$ cat config.mk
export PLATFORM = sky130hd
export DESIGN_NAME = sum_block_accumulator
export DESIGN_NICKNAME = d
export VERILOG_FILES = /design/src/rtl/sum_block_accumulator.sv
export SDC_FILE = /design/constraint.sdc
export NUM_CORES = 1
export LEC_CHECK = 0
export CORE_AREA = 2 2 76 78
export DETAILED_ROUTE_END_ITERATION = 10
export DIE_AREA = 0 0 78 80
export PLACE_DENSITY = 0.75
export SETUP_SLACK_MARGIN = 0.5
export SLEW_MARGIN = 20
export SYNTH_ARGS = -nofsm -noshare
export SYNTH_HDL_FRONTEND = slang
export SYNTH_SLANG_ARGS = --single-unit
$ cat constraint.sdc
create_clock -name clk_i -period 2.07 [get_ports clk_i]
set_input_delay 0.414 -clock clk_i [delete_from_list [all_inputs] [get_ports clk_i]]
set_output_delay 0.414 -clock clk_i [all_outputs]
set_load 0.02 [all_outputs]
$ cat src/rtl/sum_block_accumulator.sv
// Accumulates fixed-size blocks of upstream sums and emits one registered
// result per block (total, maximum, beat count) over a valid/ready handshake.
module sum_block_accumulator #(
  parameter  int DATA_IN_WIDTH = 8,
  parameter  int BLOCK_LEN     = 4,
  localparam int IN_W          = DATA_IN_WIDTH + 1,
  localparam int SUM_W         = IN_W + $clog2(BLOCK_LEN),
  localparam int CNT_W         = $clog2(BLOCK_LEN + 1)
) (
  input  logic             clk_i,
  input  logic             arst_i,
  input  logic [IN_W-1:0]  in_sum,
  input  logic             in_valid,
  output logic             in_ready,
  input  logic             flush_i,
  output logic [SUM_W-1:0] out_sum,
  output logic [IN_W-1:0]  out_max,
  output logic [CNT_W-1:0] out_cnt,
  output logic             out_valid,
  input  logic             out_ready
);

  typedef enum logic {ACCUM, HOLD} state_t;

  localparam logic [CNT_W-1:0] LEN_C = CNT_W'(BLOCK_LEN);

  function automatic logic [IN_W-1:0] max_u(input logic [IN_W-1:0] a,
                                            input logic [IN_W-1:0] b);
    return (a > b) ? a : b;
  endfunction

  state_t           state, state_nx;
  logic [SUM_W-1:0] acc_p0, acc_nx;
  logic [IN_W-1:0]  mx_p0, mx_nx;
  logic [CNT_W-1:0] cnt_p0, cnt_nx;
  logic [SUM_W-1:0] sum_p1;
  logic [IN_W-1:0]  max_p1;
  logic [CNT_W-1:0] cnt_p1;
  logic             vld_p1;
  logic             in_fire, out_fire, close;

  assign vld_p1    = (state == HOLD);
  assign in_ready  = (state == ACCUM) | out_ready;
  assign out_valid = vld_p1;
  assign out_sum   = sum_p1;
  assign out_max   = max_p1;
  assign out_cnt   = cnt_p1;

  // Accumulators are already cleared while a result is held, so a beat
  // accepted alongside out_fire naturally starts the next block from zero.
  always_comb begin
    in_fire  = in_valid & in_ready;
    out_fire = vld_p1 & out_ready;
    acc_nx   = acc_p0;
    mx_nx    = mx_p0;
    if (in_fire) begin
      acc_nx = acc_p0 + SUM_W'(in_sum);
      mx_nx  = max_u(mx_p0, in_sum);
    end
    cnt_nx   = cnt_p0 + CNT_W'(in_fire);
    close    = (in_fire && (cnt_nx == LEN_C)) || (flush_i && (cnt_nx != '0));
    state_nx = state;
    if (close)
      state_nx = HOLD;
    else if ((state == HOLD) && out_fire)
      state_nx = ACCUM;
  end

  always_ff @(posedge clk_i or posedge arst_i) begin
    if (arst_i)
      state <= ACCUM;
    else
      state <= state_nx;
  end

  // Stage p0: running block accumulators
  always_ff @(posedge clk_i or posedge arst_i) begin
    if (arst_i) begin
      acc_p0 <= '0;
      mx_p0  <= '0;
      cnt_p0 <= '0;
    end else if (close) begin
      acc_p0 <= '0;
      mx_p0  <= '0;
      cnt_p0 <= '0;
    end else begin
      acc_p0 <= acc_nx;
      mx_p0  <= mx_nx;
      cnt_p0 <= cnt_nx;
    end
  end

  // Stage p1: registered block result, frozen until the next close
  always_ff @(posedge clk_i or posedge arst_i) begin
    if (arst_i) begin
      sum_p1 <= '0;
      max_p1 <= '0;
      cnt_p1 <= '0;
    end else if (close) begin
      sum_p1 <= acc_nx;
      max_p1 <= mx_nx;
      cnt_p1 <= cnt_nx;
    end
  end

endmodule

==> flow_summary.yaml <==
finish:
  seq_area_um2: 1180
  final_common_cell: "dfrtp_1"
  final_cell_mix: "46 x dfrtp_1, 40 x buf_4, 32 x dlygate4sd2_1"
  fillCellCount: 270
  fin_area_um2: 4400
  drive_gt1_frac: 0.485
  syn_to_final_growth_pct: 69.7
  n_antenna_cell: 0
  multiInputGateArea_um2: 1880
  fin_nets: 409
worst_setup_path:
  reg2reg_depth: 9
  slowest_stage: "or4_4"
  cp.required_ns: 2.32
  crit_path_end_kind: "flip-flop"
  r2r_end: "out_sum[8]"
  critPathTopFamily: "simple AND/OR/NAND/NOR gates"
  timing.rr.start: "acc_p0[0]"
  startpoint_type: "flip-flop"
  cp_slowest_stage_delay_ns: 0.41
  reg2reg_setup_slack_ns: -0.05
  path_class: "reg2reg"
  path_cells: "ha_2, inv_2, fa_2, nor2b_4, o31a_1, buf_6, or4_4, and4_4, o21ai_2"
  cp.arrival_ns: 2.36
  path_buf_inv: 2
  path_max_fanout: 4
synth:
  synth_nets: 310
  ys_ff_latch: 47
  ys_seq_area_frac: 0.453
  syn_area_um2: 2590
  yosys_warnings: 0
  avgSynthCellArea_um2: 9.43
  synthCells: 275
  synth.distinct_cells: 53
sta:
  max_freq_mhz: 473
  worst_slack_ns: -0.0456
  tightest_slew_ns: 0.396
  finClkSkew_ns: 0.0132
  fin_crit_sh: 1.02
  rsz0062_at_grt: "yes"
  final_hold_viol_count: 0
  maxSlewHeadroom: 0.729
  final-setup-viol-count: 5
  final.min_clock_period_ns: 2.12
  slew_viol_final: 0
floorplan:
  die_h_um: 80
  die_area_um2: 6240
  core_um2: 5410
  num_rows: 27
  floorplan.initialDensity: 0.480
  pin_count: 39
  die_w_um: 78
pwr:
  power_mw: 6.27
  switching_share: 0.441
  p_leak_nw: 2.03
  power_density_nw_per_um2: 1420
  clkPwrFrac: 0.093
  p_switching_mw: 2.77
  p_int_mw: 3.50
  p_seq_frac: 0.254
  pwr-share-comb: 0.652
  vdd_drop_max_mv: 0.795
placed_design:
  io_buffer_count: 38
  placed_cell_area_um2: 3410
  place_congestion: 0.822
  place_hpwl_um: 4490
status:
  violations: "setup timing"
  status: "finished, violations left"
global_route:
  grt_antenna_before_repair: 0
  grt.overflow.total: 0
  grt_max_degree: 48
  grt_pass1_wl_um: 14700
  grt_pass1_vias: 2913
  track_usage: 0.307
drt:
  drt_wl_total_um: 10000
  drt_first_iter_violations: 365
  viasPerCell: 6.38
  vias: 2850
  ant_nets: 0
  dr.pass1.iters: 6
  wl_per_cell_um: 22.4
  drc: 0
min_path:
  min_path_type: "in2async"
cts:
  clk_path_buf_depth: 2
  numCtsBuffers: 5
  clk_latency_ns: 0.32
  root_buffer: "clkbuf_8"
  htree_num_levels: 2
  cts.sinks: 47
  cts_tree: "yes"
  cts.clk_slew.worst_paths_ns: 0.10
flow_run:
  maxCapViolCount: 0
-- per-layer routing --
metal  routed length, um  global-route usage
met1                3580               0.367
met2                5050               0.527
met3                 845              0.0532
met4                 539               0.167
met5                   0                   0
-- worst max-delay path by stage --
stage	startpoint	endpoint	slack, ns	cells after the start
global placement	in_sum[0]	out_sum[6]	-0.56	9
finish	acc_p0[0]	out_sum[8]	-0.05	9
floorplan	out_ready	out_sum[10]	-0.06	13
detailed placement	in_sum[6]	out_max[6]	-0.60	8
CTS	acc_p0[0]	out_sum[8]	0.0009	9
global route	out_valid	out_max[6]	-0.13	13
-- stage by stage --
step	utilization	setup TNS (ns)	hold WS, ns	std cells	setup slack [ns]
after floorplan	-	-0.689	0.480	275	-0.0612
after global placement	0.630	-18.14	0.466	414	-0.562
after detailed placement	0.630	-20.51	0.463	414	-0.597
after CTS	0.784	0	0.465	440	0.000897
after global routing	0.814	-2.11	0.484	447	-0.126
final	0.814	-0.0800	0.459	447	-0.0456
-- worst register-to-register path: cells and delay by family (launching register included) --
family | cells | cell delay, ns
AOI/OAI and AO/OA | 2 | 0.39
adders and majority gates | 2 | 0.42
and+or+nand+nor | 3 | 0.67
DFF | 1 | 0.39
buffers and inverters | 2 | 0.19
-- power groups by stage --
stage	Clock (mW)	Combinational, mW	Sequential (mW)
2_1_floorplan	0	1.36	1.74
4_1_cts	0.581	3.57	1.54
6_report	0.586	4.09	1.59
5_1_grt	0.619	4.28	1.63
3_3_place_gp	0	2.54	1.50
3_5_place_dp	0	2.61	1.51
-- logic make-up after synthesis --
group,share of synthesized area
mux,0.0159
simple gates,0.193
buf+inv,0.0425
flops,0.453
fa+ha+maj,0.104
xor+xnor,0.00675
compound gates,0.184
-- synthesized netlist by cell type (all sizes together) --
cell | n | share of area
a2111oi | 1 | 0.0034
a21bo | 1 | 0.0039
a21boi | 1 | 0.0029
a21o | 4 | 0.012
a21oi | 21 | 0.041
a31oi | 12 | 0.029
and2 | 5 | 0.013
and2b | 1 | 0.0034
and3 | 1 | 0.0024
and4 | 3 | 0.012
buf | 8 | 0.018
clkbuf | 2 | 0.0029
dfrtp | 47 | 0.45
fa | 1 | 0.0077
ha | 20 | 0.096
inv | 15 | 0.022
mux2 | 1 | 0.0043
mux2i | 3 | 0.012
nand2 | 29 | 0.042
nand2b | 1 | 0.0024
nand3 | 11 | 0.021
nand3b | 1 | 0.0029
nand4 | 2 | 0.0048
nor2 | 23 | 0.033
nor2b | 6 | 0.017
nor3 | 7 | 0.015
nor3b | 1 | 0.0029
nor4 | 1 | 0.0024
nor4b | 1 | 0.0034
o2111ai | 2 | 0.0068
o211a | 4 | 0.015
o21a | 4 | 0.012
o21ai | 23 | 0.046
o31a | 2 | 0.0068
o31ai | 2 | 0.0058
or2 | 2 | 0.0048
or3 | 3 | 0.0077
or4 | 1 | 0.0029
xnor2 | 2 | 0.0068
-- registers in the layout, summed over array words and instances, names as in the netlist --
signal / flops
out_valid: 1
acc_p0: 11
out_cnt: 3
mx_p0: 9
out_sum: 11
cnt_p0: 3
out_max: 9
-- final cells by class --
class                           instances  area share
Timing Repair Buffer                  102       0.250
Tap cell                               72      0.0205
Clock inverter                          3     0.00455
Inverter                               15      0.0145
Sequential cell                        47       0.267
Multi-Input combinational cell        203       0.428
Clock buffer                            5      0.0156
-- repair_timing --
item,CTS,global route
setup buffers,11,7
cloned,7,0
gates resized for setup,152,28
endpoints found under the setup margin,70,46
hold buffers,0,0
pin swaps,44,12
No activity file was read; power rests on OpenSTA's default activity.
==> variant: new RTL, same settings <==
The parameter `DATA_IN_WIDTH` goes from 8 to 6.
--- a/src/rtl/sum_block_accumulator.sv
+++ b/src/rtl/sum_block_accumulator.sv
@@ -1,7 +1,7 @@
 // Accumulates fixed-size blocks of upstream sums and emits one registered
 // result per block (total, maximum, beat count) over a valid/ready handshake.
 module sum_block_accumulator #(
-  parameter  int DATA_IN_WIDTH = 8,
+  parameter  int DATA_IN_WIDTH = 6,
   parameter  int BLOCK_LEN     = 4,
   localparam int IN_W          = DATA_IN_WIDTH + 1,
   localparam int SUM_W         = IN_W + $clog2(BLOCK_LEN),
Interface: changed (resized in_sum, out_max and out_sum); port bits go from 39 to 33. No check against the original RTL was run, so the function may have changed too.
==> variant against the original RTL <==
- the run still ends with negative setup slack left
- total power decreased by 26%
- cell area decreased by 24%
- synthesized area decreased by 23%
- sequential cell count decreased by 8
- register-to-register slack improved by 0.02 ns
- core utilization decreased by 19 points
- wire length decreased by 40%
- clock power decreased by 2%
- worst setup slack improved by 0.0034 ns
- die area unchanged
==> variant: results (changes against the original RTL) <==
Setup crit end - out_max[0] (was out_sum[8])
Largest family of logic cells by synthesized area - compound AO/OA/AOI/OAI gates (was simple AND/OR/NAND/NOR gates)
Mux cell area share after synthesis - 0.06019 (was 0.01592)
Comb pwr share - 0.594 (was 0.652)
Pleak - 1.589 nW (was 2.027 nW)
CP startpoint - in_sum[5] (was acc_p0[0])
Switching share of power - 0.4079 (was 0.4414)
Placed Area - 0.002739 mm² (was 0.003406 mm²)
Post-synth top cells - 39 x dfrtp_1, 27 x nor2_1, 16 x ha_1 (was 47 x dfrtp_1, 29 x nand2_1, 23 x nor2_1)
Fin Setup TNS - -0.1007 ns (was -0.08005 ns)
Seq/Total Area, Yosys - 0.4890 (was 0.4534)
Final net count - 310 (was 409)
Worst R2R Path Depth - 6 (was 9)
Worst-Skew Late Latency - 0.29 ns (was 0.32 ns)
Synth top area share - 0.4890 (was 0.4534)
Placed cells - 325 (was 414)
Outcome - finished with violations (unchanged)
Final WL - 6016 µm (was 10,010 µm)
Final setup fails - 5 (unchanged)
Synth Area in Adders - 0.1103 (was 0.1042)
Clk buf depth - 2 (unchanged)
Pin count of the biggest net entering global routing - 20 (was 48)
Top cells by area, synth - dfrtp_1 49%, ha_1 10%, mux2i_1 6.0% (was dfrtp_1 45%, ha_1 9.6%, o21ai_0 4.2%)
Post-synthesis compound-gate area fraction - 0.1605 (was 0.1838)
Reg2reg start - mx_p0[5] (was acc_p0[0])
Slack of the worst reg-to-reg path - -0.03 ns (was -0.05 ns)
Violated checks - negative setup slack (unchanged)
Gate Count Post-Synth - 194 (was 275)
Finished Layout Cells - 354 (was 447)
Clk slew on worst S/H paths - 0.07 ns (was 0.10 ns)
Dpl ws - -0.5543 ns (was -0.5967 ns)
VDD IR-drop max - 0.5872 mV (was 0.7951 mV)
Hold WS - 0.3764 ns (was 0.4587 ns)
First-pass GRT wire length - 8866 µm (was 14,670 µm)
Vias - 1,808 (was 2,850)
WP data arrival - 2.28 ns (was 2.36 ns)
Xor/xnor cell area share of the yosys netlist - 0.01755 (was 0.006753)
IO buf count - 32 (was 38)
Setup ws final - -0.04220 ns (was -0.04561 ns)
Clk_skew - 0.009328 ns (was 0.01317 ns)
GRT Total Usage - 0.1814 (was 0.3067)
Post-Syn Nets - 223 (was 310)
Psw - 1.881 mW (was 2.766 mW)
Relative max-transition margin - 0.7166 (was 0.7286)
FFs w/ async S/R, synth - 1.000 (unchanged)
Synth cell types - 36 (was 53)
Initial DRC Count - 46 (was 365)
Worst Path Max Fanout - 6 (was 4)
Placer Congestion - 0.8427 (was 0.8218)
Sequential group power - 1.30 mW (was 1.59 mW)
Share of cells above drive strength 1 - 0.4043 (was 0.4853)
Dpl hpwl - 3534 µm (was 4494 µm)
Vias in the first global route - 1,908 (was 2,913)
[variant: worst max-delay path: stages]
cell             delay [ns]
clkdlybuf4s15_1        0.21
inv_1                  0.06
ha_1                   0.31
o21ai_0                0.32
o2111ai_2              0.24
o21ai_4                0.33
mux2i_1                0.30
a21oi_1                0.10
[variant: metal layers]
metal	wire, µm	up-vias	part of all wire	track usage
met5	0	-	0	0
met2	3114	45	0.52	0.3276
li1	-	851	-	-
met4	137	0	0.023	0.05263
met3	240	17	0.040	0.02489
met1	2523	895	0.42	0.2261
[variant: final cells by class]
class / count / area [µm²]
tap: 72 / 90.09
fill: 412 / 2046
clock buffer: 8 / 100.1
inverter: 12 / 50.05
sequential: 39 / 977.2
multi-input combinational: 138 / 1292
timing repair buffer: 85 / 849.6
[variant: timing repair]
action / CTS / global route
setup buffers: 9 / 8
gates cloned: 4 / 0
gates resized for setup: 80 / 43
pin swaps: 30 / 12
setup endpoints to repair: 58 / 38
hold endpoints to repair: 0 / 0
